### src/rtl/alu_instr_sequencer_if.sv
// Bus between the ALU instruction sequencer and its neighbours:
// instruction register, ALU and the register/flag consumers.
interface alu_instr_sequencer_if;
  logic       start;
  logic [7:0] instr;
  logic [7:0] alu_result;
  logic       alu_carry;
  logic       alu_zero;
  logic [2:0] fctn_code;
  logic       alu_enable;
  logic       busy;
  logic       done;
  logic       illegal;
  logic [7:0] reg_a;
  logic [7:0] reg_d;
  logic       flag_carry;
  logic       flag_zero;
  logic       flag_sign;

  modport master (
    output start, instr,
    output alu_result, alu_carry, alu_zero,
    input  fctn_code, alu_enable,
    input  busy, done, illegal,
    input  reg_a, reg_d,
    input  flag_carry, flag_zero, flag_sign
  );

  modport slave (
    input  start, instr,
    input  alu_result, alu_carry, alu_zero,
    output fctn_code, alu_enable,
    output busy, done, illegal,
    output reg_a, reg_d,
    output flag_carry, flag_zero, flag_sign
  );
endinterface

### src/rtl/alu_instr_sequencer.sv
// Runs one ALU-class instruction: decode, hold the ALU enable
// while the relays settle, then latch result and C/Z/S flags.
module alu_instr_sequencer #(
  parameter int unsigned SETTLE_CYCLES = 3
) (
  input logic                  clk,
  input logic                  rst_n,
  alu_instr_sequencer_if.slave io_bus
);

  if (SETTLE_CYCLES < 1 || SETTLE_CYCLES > 15) begin : g_bad_settle
    $error("SETTLE_CYCLES must be in 1..15");
  end

  typedef enum logic [2:0] {
    S_IDLE,
    S_DECODE,
    S_SETTLE,
    S_LATCH,
    S_DONE
  } state_t;

  localparam logic [3:0] CNT_LOAD = 4'(SETTLE_CYCLES - 1);

  state_t     r_state;
  state_t     w_next;
  logic [3:0] r_cnt;
  logic [2:0] r_fctn;
  logic       r_dest;
  logic       r_illegal;
  logic [7:0] r_a;
  logic [7:0] r_d;
  logic       r_c;
  logic       r_z;
  logic       r_s;

  logic       w_alu_op;
  logic       w_accept;
  logic       w_reject;
  logic       w_en;
  logic       w_busy;
  logic       w_done;
  logic [7:0] w_val;
  logic       w_c;
  logic       w_z;
  logic       w_s;

  assign w_alu_op = io_bus.instr[7:4] == 4'b1000;
  assign w_accept = (r_state == S_IDLE) && io_bus.start && w_alu_op;
  assign w_reject = (r_state == S_IDLE) && io_bus.start && !w_alu_op;

  always_ff @(posedge clk) begin
    if (!rst_n) r_state <= S_IDLE;
    else        r_state <= w_next;
  end

  always_comb begin
    w_next = r_state;
    w_en   = 1'b0;
    w_busy = 1'b1;
    w_done = 1'b0;
    unique case (r_state)
      S_IDLE: begin
        w_busy = 1'b0;
        if (w_accept) w_next = S_DECODE;
      end
      S_DECODE: w_next = S_SETTLE;
      S_SETTLE: begin
        w_en = 1'b1;
        if (r_cnt == 4'd0) w_next = S_LATCH;
      end
      S_LATCH: begin
        w_en   = 1'b1;
        w_next = S_DONE;
      end
      S_DONE: begin
        w_done = 1'b1;
        w_next = S_IDLE;
      end
      default: w_next = S_IDLE;
    endcase
  end

  // Logic ops clear carry; CLR ignores the ALU bus entirely.
  always_comb begin
    w_val = io_bus.alu_result;
    w_z   = io_bus.alu_zero;
    w_s   = io_bus.alu_result[7];
    w_c   = 1'b0;
    unique case (r_fctn)
      3'b000, 3'b001, 3'b110: w_c = io_bus.alu_carry;
      3'b111: begin
        w_val = 8'h00;
        w_z   = 1'b1;
        w_s   = 1'b0;
      end
      default: ;
    endcase
  end

  always_ff @(posedge clk) begin
    if (!rst_n) begin
      r_cnt     <= 4'd0;
      r_fctn    <= 3'b000;
      r_dest    <= 1'b0;
      r_illegal <= 1'b0;
      r_a       <= 8'h00;
      r_d       <= 8'h00;
      r_c       <= 1'b0;
      r_z       <= 1'b0;
      r_s       <= 1'b0;
    end else begin
      r_illegal <= w_reject;
      if (w_accept) begin
        r_fctn <= io_bus.instr[2:0];
        r_dest <= io_bus.instr[3];
      end else if (r_state == S_DONE) begin
        r_fctn <= 3'b000;
      end
      if (r_state == S_DECODE)
        r_cnt <= CNT_LOAD;
      else if (r_state == S_SETTLE && r_cnt != 4'd0)
        r_cnt <= r_cnt - 4'd1;
      if (r_state == S_LATCH) begin
        if (r_dest) r_d <= w_val;
        else        r_a <= w_val;
        r_c <= w_c;
        r_z <= w_z;
        r_s <= w_s;
      end
    end
  end

  assign io_bus.fctn_code  = r_fctn;
  assign io_bus.alu_enable = w_en;
  assign io_bus.busy       = w_busy;
  assign io_bus.done       = w_done;
  assign io_bus.illegal    = r_illegal;
  assign io_bus.reg_a      = r_a;
  assign io_bus.reg_d      = r_d;
  assign io_bus.flag_carry = r_c;
  assign io_bus.flag_zero  = r_z;
  assign io_bus.flag_sign  = r_s;

endmodule

### src/flat_wrapper.sv
// flat-port wrapper written by rule: the top's interface ports become plain ports
module alu_instr_sequencer_flat 
#(
  parameter int unsigned SETTLE_CYCLES = 3
)
  (clk, rst_n, io_bus_start, io_bus_instr, io_bus_alu_result, io_bus_alu_carry, io_bus_alu_zero, io_bus_fctn_code, io_bus_alu_enable, io_bus_busy, io_bus_done, io_bus_illegal, io_bus_reg_a, io_bus_reg_d, io_bus_flag_carry, io_bus_flag_zero, io_bus_flag_sign);
  alu_instr_sequencer_if io_bus_i ();
  input logic clk;
  input logic rst_n;
  input wire logic [$bits(io_bus_i.start)-1:0] io_bus_start;
  input wire logic [$bits(io_bus_i.instr)-1:0] io_bus_instr;
  input wire logic [$bits(io_bus_i.alu_result)-1:0] io_bus_alu_result;
  input wire logic [$bits(io_bus_i.alu_carry)-1:0] io_bus_alu_carry;
  input wire logic [$bits(io_bus_i.alu_zero)-1:0] io_bus_alu_zero;
  output wire logic [$bits(io_bus_i.fctn_code)-1:0] io_bus_fctn_code;
  output wire logic [$bits(io_bus_i.alu_enable)-1:0] io_bus_alu_enable;
  output wire logic [$bits(io_bus_i.busy)-1:0] io_bus_busy;
  output wire logic [$bits(io_bus_i.done)-1:0] io_bus_done;
  output wire logic [$bits(io_bus_i.illegal)-1:0] io_bus_illegal;
  output wire logic [$bits(io_bus_i.reg_a)-1:0] io_bus_reg_a;
  output wire logic [$bits(io_bus_i.reg_d)-1:0] io_bus_reg_d;
  output wire logic [$bits(io_bus_i.flag_carry)-1:0] io_bus_flag_carry;
  output wire logic [$bits(io_bus_i.flag_zero)-1:0] io_bus_flag_zero;
  output wire logic [$bits(io_bus_i.flag_sign)-1:0] io_bus_flag_sign;
  assign io_bus_i.start = io_bus_start;
  assign io_bus_i.instr = io_bus_instr;
  assign io_bus_i.alu_result = io_bus_alu_result;
  assign io_bus_i.alu_carry = io_bus_alu_carry;
  assign io_bus_i.alu_zero = io_bus_alu_zero;
  assign io_bus_fctn_code = io_bus_i.fctn_code;
  assign io_bus_alu_enable = io_bus_i.alu_enable;
  assign io_bus_busy = io_bus_i.busy;
  assign io_bus_done = io_bus_i.done;
  assign io_bus_illegal = io_bus_i.illegal;
  assign io_bus_reg_a = io_bus_i.reg_a;
  assign io_bus_reg_d = io_bus_i.reg_d;
  assign io_bus_flag_carry = io_bus_i.flag_carry;
  assign io_bus_flag_zero = io_bus_i.flag_zero;
  assign io_bus_flag_sign = io_bus_i.flag_sign;
  alu_instr_sequencer #(.SETTLE_CYCLES(SETTLE_CYCLES)) u_core (.clk(clk), .rst_n(rst_n), .io_bus(io_bus_i));
endmodule
### config.mk
export PLATFORM = sky130hd
export DESIGN_NAME = alu_instr_sequencer_flat
export DESIGN_NICKNAME = d
export VERILOG_FILES = /design/src/rtl/alu_instr_sequencer_if.sv /design/src/rtl/alu_instr_sequencer.sv /design/src/flat_wrapper.sv
export SDC_FILE = /design/constraint.sdc
export NUM_CORES = 1
export LEC_CHECK = 0
export ABC_AREA = 1
export CORE_MARGIN = 2
export CORE_UTILIZATION = 28
export CTS_BUF_LIST = sky130_fd_sc_hd__clkbuf_2 sky130_fd_sc_hd__clkbuf_4 sky130_fd_sc_hd__clkbuf_8
export CTS_CLUSTER_DIAMETER = 50
export DETAILED_ROUTE_END_ITERATION = 10
export GPL_ROUTABILITY_DRIVEN = 1
export HOLD_SLACK_MARGIN = 0.03
export PLACE_DENSITY = 0.6
export SLEW_MARGIN = 20
export SYNTH_ARGS = -nofsm -noshare
export SYNTH_HDL_FRONTEND = slang
export SYNTH_SLANG_ARGS = --single-unit
### constraint.sdc
create_clock -name clk -period 1.45 [get_ports clk]
set_clock_uncertainty 0.15 [all_clocks]
set_input_delay 0.29 -clock clk [delete_from_list [all_inputs] [get_ports clk]]
set_output_delay 0.29 -clock clk [all_outputs]
set_load 0.05 [all_outputs]
==> key figures, run 1 <==
Clocking
  – CTS H-tree depth: 2
  – CTS buffer count: 5
  – Clock Latency Late Sink: 0.28 ns
  – CTS root buf: clkbuf_8
  – # hold bufs at CTS: 0
  – Clock Sinks: 31
  – Clock slew at reported path FFs: 0.06 ns
  – Clk buf depth: 2
  – TritonCTS clock tree: done

Finish
  – Post-route cell area: 2260 um2
  – Post-Layout Cell Count: 273
  – Ant diodes: 0
  – Area grow syn2layout: 75.5%
  – Layout cell share with drive strength beyond 1: 0.326
  – # nets final: 244

Power
  – Reg power frac: 0.444
  – Cell Int Power: 1490 uW
  – Pleak: 0.000904 uW
  – Psw: 608 uW
  – Logic pwr share: 0.255
  – Pwr/cell area: 929 nW/um2
  – Clock power frac: 0.301
  – Switch share: 0.289
  – Max VDD drop: 0.450 mV

STA
  – Fin. Hold Viols: 0
  – RSZ-0062 raised after global routing: yes
  – PnR worst setup slack: -0.00356 ns
  – Count of final setup violators: 1
  – Post-layout min period: 1.45 ns
  – Slew headroom: 0.761
  – Period Utilization, post-route: 1.00
  – Setup tns final: -0.00356 ns
  – Max Fclk: 0.688 GHz
  – Worst slew pin tran: 0.357 ns
  – Hold WS: 0.313 ns
  – Max-slew violation count: 0

Global route
  – GRT overflow: 0
  – Met2 Use GR: 0.211
  – GRT busiest layer: met2
  – Pin count of the biggest net entering global routing: 17
  – Gr usage total: 0.143
  – Initial antenna violation count: 0
  – Vias in the first global route: 1261
  – First-pass GRT wire length: 5.68 mm
  – Met3 global-route usage: 0.0675
  – Met1 usage: 0.174

Critical path
  – Worst r2r dst: u_core.io_bus.reg_d[7]
  – Crit path capture type: primary output
  – CP Launch Type: flop
  – RR Startpoint: u_core.r_state[2]
  – Worst reg2reg setup slack: 0.09 ns
  – WP data required: 1.01 ns
  – CP Class: reg -> out
  – Worst EP arrival: 1.01 ns
  – Worst R2R Path Depth: 6
  – Crit Path Max Fanout: 4
  – Launch point of the worst path: u_core.r_state[0]

Detailed routing
  – Vias per cell: 4.61
  – ANT nets after route: 0
  – Iteration-0 DRC Markers: 60
  – DR pass1 iterations: 4
  – Via count: 1258
  – DRC viols: 0
  – Wire length per cell: 12.0 um
  – Final WL: 3.29 mm

Min path
  – Min-Delay Endpoint: u_core.r_cnt[0]
  – Hold Path Class: reg -> reg
  – Critical hold path startpoint: u_core.r_cnt[0]
  – Hold path depth: 2

Synthesis
  – FF+latch count, synth: 31
  – Cell variety after synth: 26
  – Cell count after synthesis: 162
  – YS warnings: 0
  – Syn Nets: 184
  – Sequential area share after synthesis: 0.481
  – Syn avg cell area: 7.96 um2
  – Cell Area, Synth: 1290 um2

Floorplanning
  – Core area: 4380 um2
  – Row cnt: 24
  – Total Die Area: 5170 um2
  – # IOs: 47
  – Initial Utilization: 0.294
  – Die Wd: 71.9 um
  – Die Y: 71.9 um

Run status
  – Violated checks: negative setup slack
  – Status: complete, but fails checks

Placement
  – Inst Count DP: 263
  – Dpl cell area: 2120 um2
  – Worst slack, placed: -0.111 ns
  – Buffers added on ports: 46
  – Dpl hpwl: 2.43 mm
  – Placer Congestion: 0.735

Run
  – Max cap viols: 0
## critical path, cell delays in order (launching register included)
cell     delay (ns)
dfxtp_4        0.37
nor2_4         0.14
nand2_4        0.08
buf_12         0.15
## cells in the final DEF (no fill, tap or decap), types with 2 or more instances in the layout
master           synthesis  routed
nand3_1                  8       7
nor2_4                   3       4
o21ai_0                 18      18
buf_12                   0      27
nand3_4                  1       2
inv_1                   11       8
nor2_2                   1       2
o21ai_2                  2       2
a21oi_2                  2       2
nand2_1                 30      28
dfxtp_1                 31      25
inv_2                    3       5
a21oi_1                 22      22
clkbuf_8                 0       5
dfxtp_2                  0       4
clkdlybuf4s50_1          0      20
nor2_1                  16      14
nand2_2                  1       2
buf_4                    0      10
dfxtp_4                  0       2
## per-layer routing
layer,part of all wire,vias up
met5,0,-
met4,0.022,0
met3,0.098,7
met2,0.45,35
met1,0.43,568
li1,-,648
## final cells by class
| type | count | area (um2) |
|---|---|---|
| Fill cell | 393 | 2120 |
| Timing Repair Buffer | 57 | 816 |
| Sequential cell | 31 | 633 |
| Multi-Input combinational cell | 112 | 612 |
| Clock buffer | 6 | 76.3 |
| Tap cell | 52 | 65.1 |
| Inverter | 15 | 61.3 |
## power groups by stage
stage          logic (uW)  clock network [uW]  registers [uW]
2_1_floorplan         212                   0             969
3_3_place_gp          464                   0             937
3_5_place_dp          465                   0             938
4_1_cts               484                 644             928
5_1_grt               577                 675             937
6_report              535                 634             933
## sequential cells by signal (all words and copies together) (netlist names)
name / flops
u_core.io_bus.flag_zero: 1
u_core.io_bus.reg_d: 8
u_core.r_state: 3
u_core.r_cnt: 4
u_core.io_bus.flag_sign: 1
u_core.io_bus.illegal: 1
u_core.io_bus.reg_a: 8
u_core.r_dest: 1
u_core.io_bus.fctn_code: 3
u_core.io_bus.flag_carry: 1
## Yosys cell counts
cell type,instances,area share
a211oi_2,1,0.0097
nand3b_1,1,0.0058
nand3_4,1,0.014
nand3_1,8,0.031
ha_1,1,0.0097
nand2_1,30,0.087
nand2_2,1,0.0049
nor3_1,1,0.0039
a31oi_1,1,0.0049
nor2_1,16,0.047
o21ai_1,1,0.0039
buf_6,1,0.0087
buf_8,1,0.012
nor2_2,1,0.0049
o21ai_0,18,0.070
dfxtp_1,31,0.48
xor2_1,1,0.0068
inv_1,11,0.032
o21ai_2,2,0.014
buf_1,2,0.0058
nand3_2,1,0.0078
inv_2,3,0.0087
a21oi_1,22,0.085
nor2_4,3,0.026
a21oi_2,2,0.014
clkinv_1,1,0.0029
## repair_timing
action                     in CTS  in global routing
buffers inserted                1                  3
pin swaps                       1                  1
resized for setup               9                  7
setup endpoints to repair       3                  5
## worst max-delay path by stage
stage | endpoint | slack (ns) | depth (start not counted)
final | io_bus_busy | -0.004 | 3
after global routing | io_bus_busy | -0.04 | 3
after CTS | io_bus_done | -0.01 | 4
after detailed placement | u_core.r_dest | -0.11 | 7
after global placement | u_core.io_bus.fctn_code[2] | -0.07 | 6
after floorplan | u_core.io_bus.fctn_code[1] | 0.04 | 6
## logic make-up after synthesis
| kind of cell | Yosys count | synth area share |
|---|---|---|
| compound gates | 47 | 0.201 |
| xor+xnor | 1 | 0.00679 |
| fa+ha+maj | 1 | 0.00970 |
| buf+inv | 19 | 0.0698 |
| flops | 31 | 0.481 |
| simple gates | 63 | 0.232 |
## through the flow
stage                     utilization  power (uW)
after global placement          0.483        1400
after CTS                       0.506        2060
final                           0.516        2100
after detailed placement        0.483        1400
after floorplan                     -        1180
after global routing            0.516        2190
Note: power is estimated with default switching activity, not from simulation.
==> inputs of run 2 (changes only) <==
--- a/config.mk
+++ b/config.mk
@@ -5,7 +5,7 @@
 export SDC_FILE = /design/constraint.sdc
 export NUM_CORES = 1
 export LEC_CHECK = 0
-export ABC_AREA = 1
+export ABC_AREA = 0
 export CORE_MARGIN = 2
 export CORE_UTILIZATION = 28
 export CTS_BUF_LIST = sky130_fd_sc_hd__clkbuf_2 sky130_fd_sc_hd__clkbuf_4 sky130_fd_sc_hd__clkbuf_8
@@ -13,7 +13,7 @@
 export DETAILED_ROUTE_END_ITERATION = 10
 export GPL_ROUTABILITY_DRIVEN = 1
 export HOLD_SLACK_MARGIN = 0.03
-export PLACE_DENSITY = 0.6
+export PLACE_DENSITY = 0.59
 export SLEW_MARGIN = 20
 export SYNTH_ARGS = -nofsm -noshare
 export SYNTH_HDL_FRONTEND = slang
==> constraint.sdc (replaced) <==
create_clock -name clk -period 1.45 [get_ports clk]
set_clock_uncertainty 0.15 [all_clocks]
set_input_delay 0.29 -clock clk [delete_from_list [all_inputs] [get_ports clk]]
set_output_delay 0.29 -clock clk [all_outputs]
set_load 0.02 [all_outputs]
==> run 2 against run 1 <==
The flow still finishes with violations (negative setup slack). Non-clock buffer count rose by 19. Register-to-register slack worse by 0.28 ns. Global-route usage hardly changed. Worst setup slack worse by 0.19 ns. Final cell count grew 3.3%. Cell area grew 0.22%. Count of clock-buffer cells in the layout rose by 2. Core utilization fell by 0.24 points. Combinational power is 67% lower. Wire length up 14%. First-iteration DRC count down 12%. Area after synthesis rose by 1.4%. Critical endpoint is now u_core.r_cnt[3].
==> key figures, run 2 <==
Synthesis
  – Top post-synthesis cells by count: dfxtp_1 (31), nand2_1 (26), a21oi_1 (21), nand3_1 (21), clkbuf_1 (7)
  – Syn avg cell area: 8.33 um2 (+4.6%)
  – FF+latch count, synth: 31 (unchanged)
  – Top-count cell post-synth: dfxtp_1
  – Top cell type's share of synthesized area: 0.475 (-0.00645)
  – Syn Nets: 179 (-2.7%)
  – Area leader, netlist: dfxtp_1
  – Cell variety after synth: 33 (+27%)
  – Sequential area share after synthesis: 0.475 (-0.00645)
  – Asr flop ratio synth: 0 (unchanged)
  – Cell count after synthesis: 157 (-3.1%)
  – Main synth FF type: dfxtp_1
  – Synth area leaders: dfxtp_1 (47%), a21oi_1 (8.0%), nand3_1 (8.0%)
  – Post-synth EDFFs: 0 (unchanged)
  – Cell Area, Synth: 1310 um2 (+1.4%)
  – YS warnings: 0 (unchanged)

Run status
  – Violated checks: negative setup slack
  – Status: complete, but fails checks

STA
  – Worst slew pin tran: 0.255 ns (-0.102 ns)
  – Slew headroom: 0.830 (+0.0682)
  – PnR worst setup slack: -0.189 ns (-0.185 ns)
  – RSZ-0062 raised after global routing: yes
  – Hold WS: 0.298 ns (-0.0147 ns)
  – Period Utilization, post-route: 1.13 (+0.128)
  – Count of final setup violators: 8 (+7)
  – Max-slew violation count: 0 (unchanged)
  – Post-layout min period: 1.64 ns (+0.185 ns)
  – Max Fclk: 0.610 GHz (-11%)
  – Fin. Hold Viols: 0 (unchanged)

Critical path
  – WP data required: 1.52 ns (+0.51 ns)
  – Crit path capture type: flop
  – CP max-delay cell: or3b_4
  – CP Launch Type: flop
  – Buf/Inv on CP: 1 (unchanged)
  – Delay-heaviest family, CP: simple AND/OR/NAND/NOR gates
  – Worst EP arrival: 1.71 ns (+0.70 ns)
  – Slowest stage delay, CP: 0.43 ns (+0.06 ns)
  – Worst-path cell chain: buf_6 -> or3b_4 -> or4_4 -> a21oi_2
  – CP Class: reg -> reg
  – Crit Path Max Fanout: 6 (+2)

Clocking
  – Clock Sinks: 31 (unchanged)
  – CTS root buf: clkbuf_8
  – CTS buffer count: 5 (unchanged)
  – TritonCTS clock tree: done
  – Clk buf depth: 2 (unchanged)
  – CTS H-tree depth: 2 (unchanged)
  – Clock Latency Late Sink: 0.28 ns (about the same)
  – # hold bufs at CTS: 0 (unchanged)
  – Clock slew at reported path FFs: 0.06 ns (about the same)

Finish
  – # nets final: 251 (+2.9%)
  – Final core utilization: 0.514 (-0.00238)
  – Most frequent cells in the layout: nand2_1 (26), dfxtp_1 (26), dlygate4sd2_1 (23)
  – Layout cell share with drive strength beyond 1: 0.313 (-0.0127)
  – Ant diodes: 0 (unchanged)
  – Area grow syn2layout: 73.5%
  – Filler cell count: 419 (+6.6%)

Detailed routing
  – Final WL: 3.74 mm (+14%)
  – DR pass1 iterations: 4 (unchanged)
  – Via count: 1368 (+8.7%)
  – Iteration-0 DRC Markers: 53 (-12%)
  – DRC viols: 0 (unchanged)
  – ANT nets after route: 0 (unchanged)
  – Vias per cell: 4.85 (+5.3%)
  – Wire length per cell: 13.2 um (+9.9%)

Placement
  – Buffers added on ports: 46 (unchanged)
  – Placer Congestion: 0.716 (-2.5%)
  – Worst slack, placed: -0.379 ns (-0.268 ns)
  – Dpl hpwl: 2.59 mm (+6.5%)

Global route
  – Gr usage total: 0.143 (-0.000254)
  – Initial antenna violation count: 0 (unchanged)
  – First-pass GRT wire length: 5.77 mm (+1.6%)
  – Met3 global-route usage: 0.0431 (-0.0245)
  – GRT overflow: 0 (unchanged)
  – GRT busiest layer: met2
  – Met1 usage: 0.186 (+0.0128)
  – Met2 Use GR: 0.218 (+0.00724)
  – Pin count of the biggest net entering global routing: 19 (+2)
  – Vias in the first global route: 1217 (-3.5%)

Floorplanning
  – Die Wd: 72.3 um (+0.64%)
  – Initial Utilization: 0.296 (+0.00197)
  – Die Y: 72.3 um (+0.64%)
  – Core area: 4410 um2 (+0.68%)
  – Row cnt: 24 (unchanged)
  – Total Die Area: 5230 um2 (+1.3%)
  – # IOs: 47 (unchanged)

Power
  – Pwr/cell area: 791 nW/um2 (-15%)
  – Pleak: 0.00101 uW (+11%)
  – Pwr Total: 1790 uW (-15%)
  – Max VDD drop: 0.501 mV (+11%)

Min path
  – Hold Path Class: reg -> reg

Run
  – Max cap viols: 0 (unchanged)
run 2: cell count changes in the layout (fill, tap and decap cells not counted), sizes merged, moves of 3 or more:
cell	before	now
nor2	20	4
a21oi	24	21
buf	37	33
nand3	10	21
dlygate4sd2	0	23
mux2i	0	4
nand2	31	26
o21ai	21	3
or3	0	3
or3b	0	3
inv	14	6
run 2: cell type report:
| type | instances | area, um2 | share of cell area |
|---|---|---|---|
| Clock buffer | 8 | 104 | 0.0458 |
| Inverter | 6 | 22.5 | 0.00993 |
| Multi-Input combinational cell | 109 | 754 | 0.333 |
| Sequential cell | 31 | 629 | 0.277 |
| Tap cell | 52 | 65.1 | 0.0287 |
| Timing Repair Buffer | 76 | 693 | 0.306 |
run 2: worst paths after layout:
kind | start | end | slack [ns] | cells after the start
setup reg to reg | u_core.r_state[2] | u_core.r_cnt[3] | -0.19 | 4
setup / recovery | u_core.r_state[2] | u_core.r_cnt[3] | -0.19 | 4
hold / removal | u_core.io_bus.reg_d[1] | u_core.io_bus.reg_d[1] | 0.30 | 2
hold reg to reg | u_core.io_bus.reg_d[1] | u_core.io_bus.reg_d[1] | 0.30 | 2
run 2: worst min-delay path, cell delays in order (launching register included):
cell and delay, ns:
dfxtp_1 0.30, nand2_1 0.05, a21oi_1 0.05
run 2: per-stage QoR:
step | TNS [ns] | cell area (um2) | cells
floorplan | -0.131 | 1330 | 157
global placement | -3.36 | 1990 | 269
detailed placement | -3.59 | 1990 | 269
CTS | -0.867 | 2140 | 279
global route | -1.54 | 2270 | 282
finish | -0.977 | 2270 | 282
run 2: kinds of logic (layout without fill, tap and decap cells):
kind of cell,Yosys count,in the layout,synth area share
compound gates,30,30,0.129
fa+ha+maj,1,1,0.00957
flops,31,31,0.475
xor+xnor,1,1,0.00670
buf+inv,17,90,0.0517
simple gates,73,73,0.298
mux,4,4,0.0306
run 2: power by group:
| group | switching, uW | internal, uW | total, uW |
|---|---|---|---|
| sequential | 4.19 | 857 | 861 |
| combinational | 74.8 | 101 | 175 |
| clock | 306 | 451 | 758 |
run 2: per-layer routing:
layer  wire length (um)  vias up
met5                  0        -
met4                 45        0
met3                115        4
met2               1850       21
met1               1730      648
li1                   -      695
run 2: timing repair:
item                       CTS  global route
setup buffers                2             3
pin swaps                    3            10
gates resized for setup     56            25
setup endpoints to repair   36            26
hold endpoints to repair     0             0
==> inputs of run 3 (changes only) <==
--- a/config.mk
+++ b/config.mk
@@ -6,6 +6,7 @@
 export NUM_CORES = 1
 export LEC_CHECK = 0
 export ABC_AREA = 0
+export ABC_CLOCK_PERIOD_IN_PS = 1450
 export CORE_MARGIN = 2
 export CORE_UTILIZATION = 28
 export CTS_BUF_LIST = sky130_fd_sc_hd__clkbuf_2 sky130_fd_sc_hd__clkbuf_4 sky130_fd_sc_hd__clkbuf_8
==> results of run 3 <==
Same layout as run 2: the final DEF is identical, and so are final timing and power.
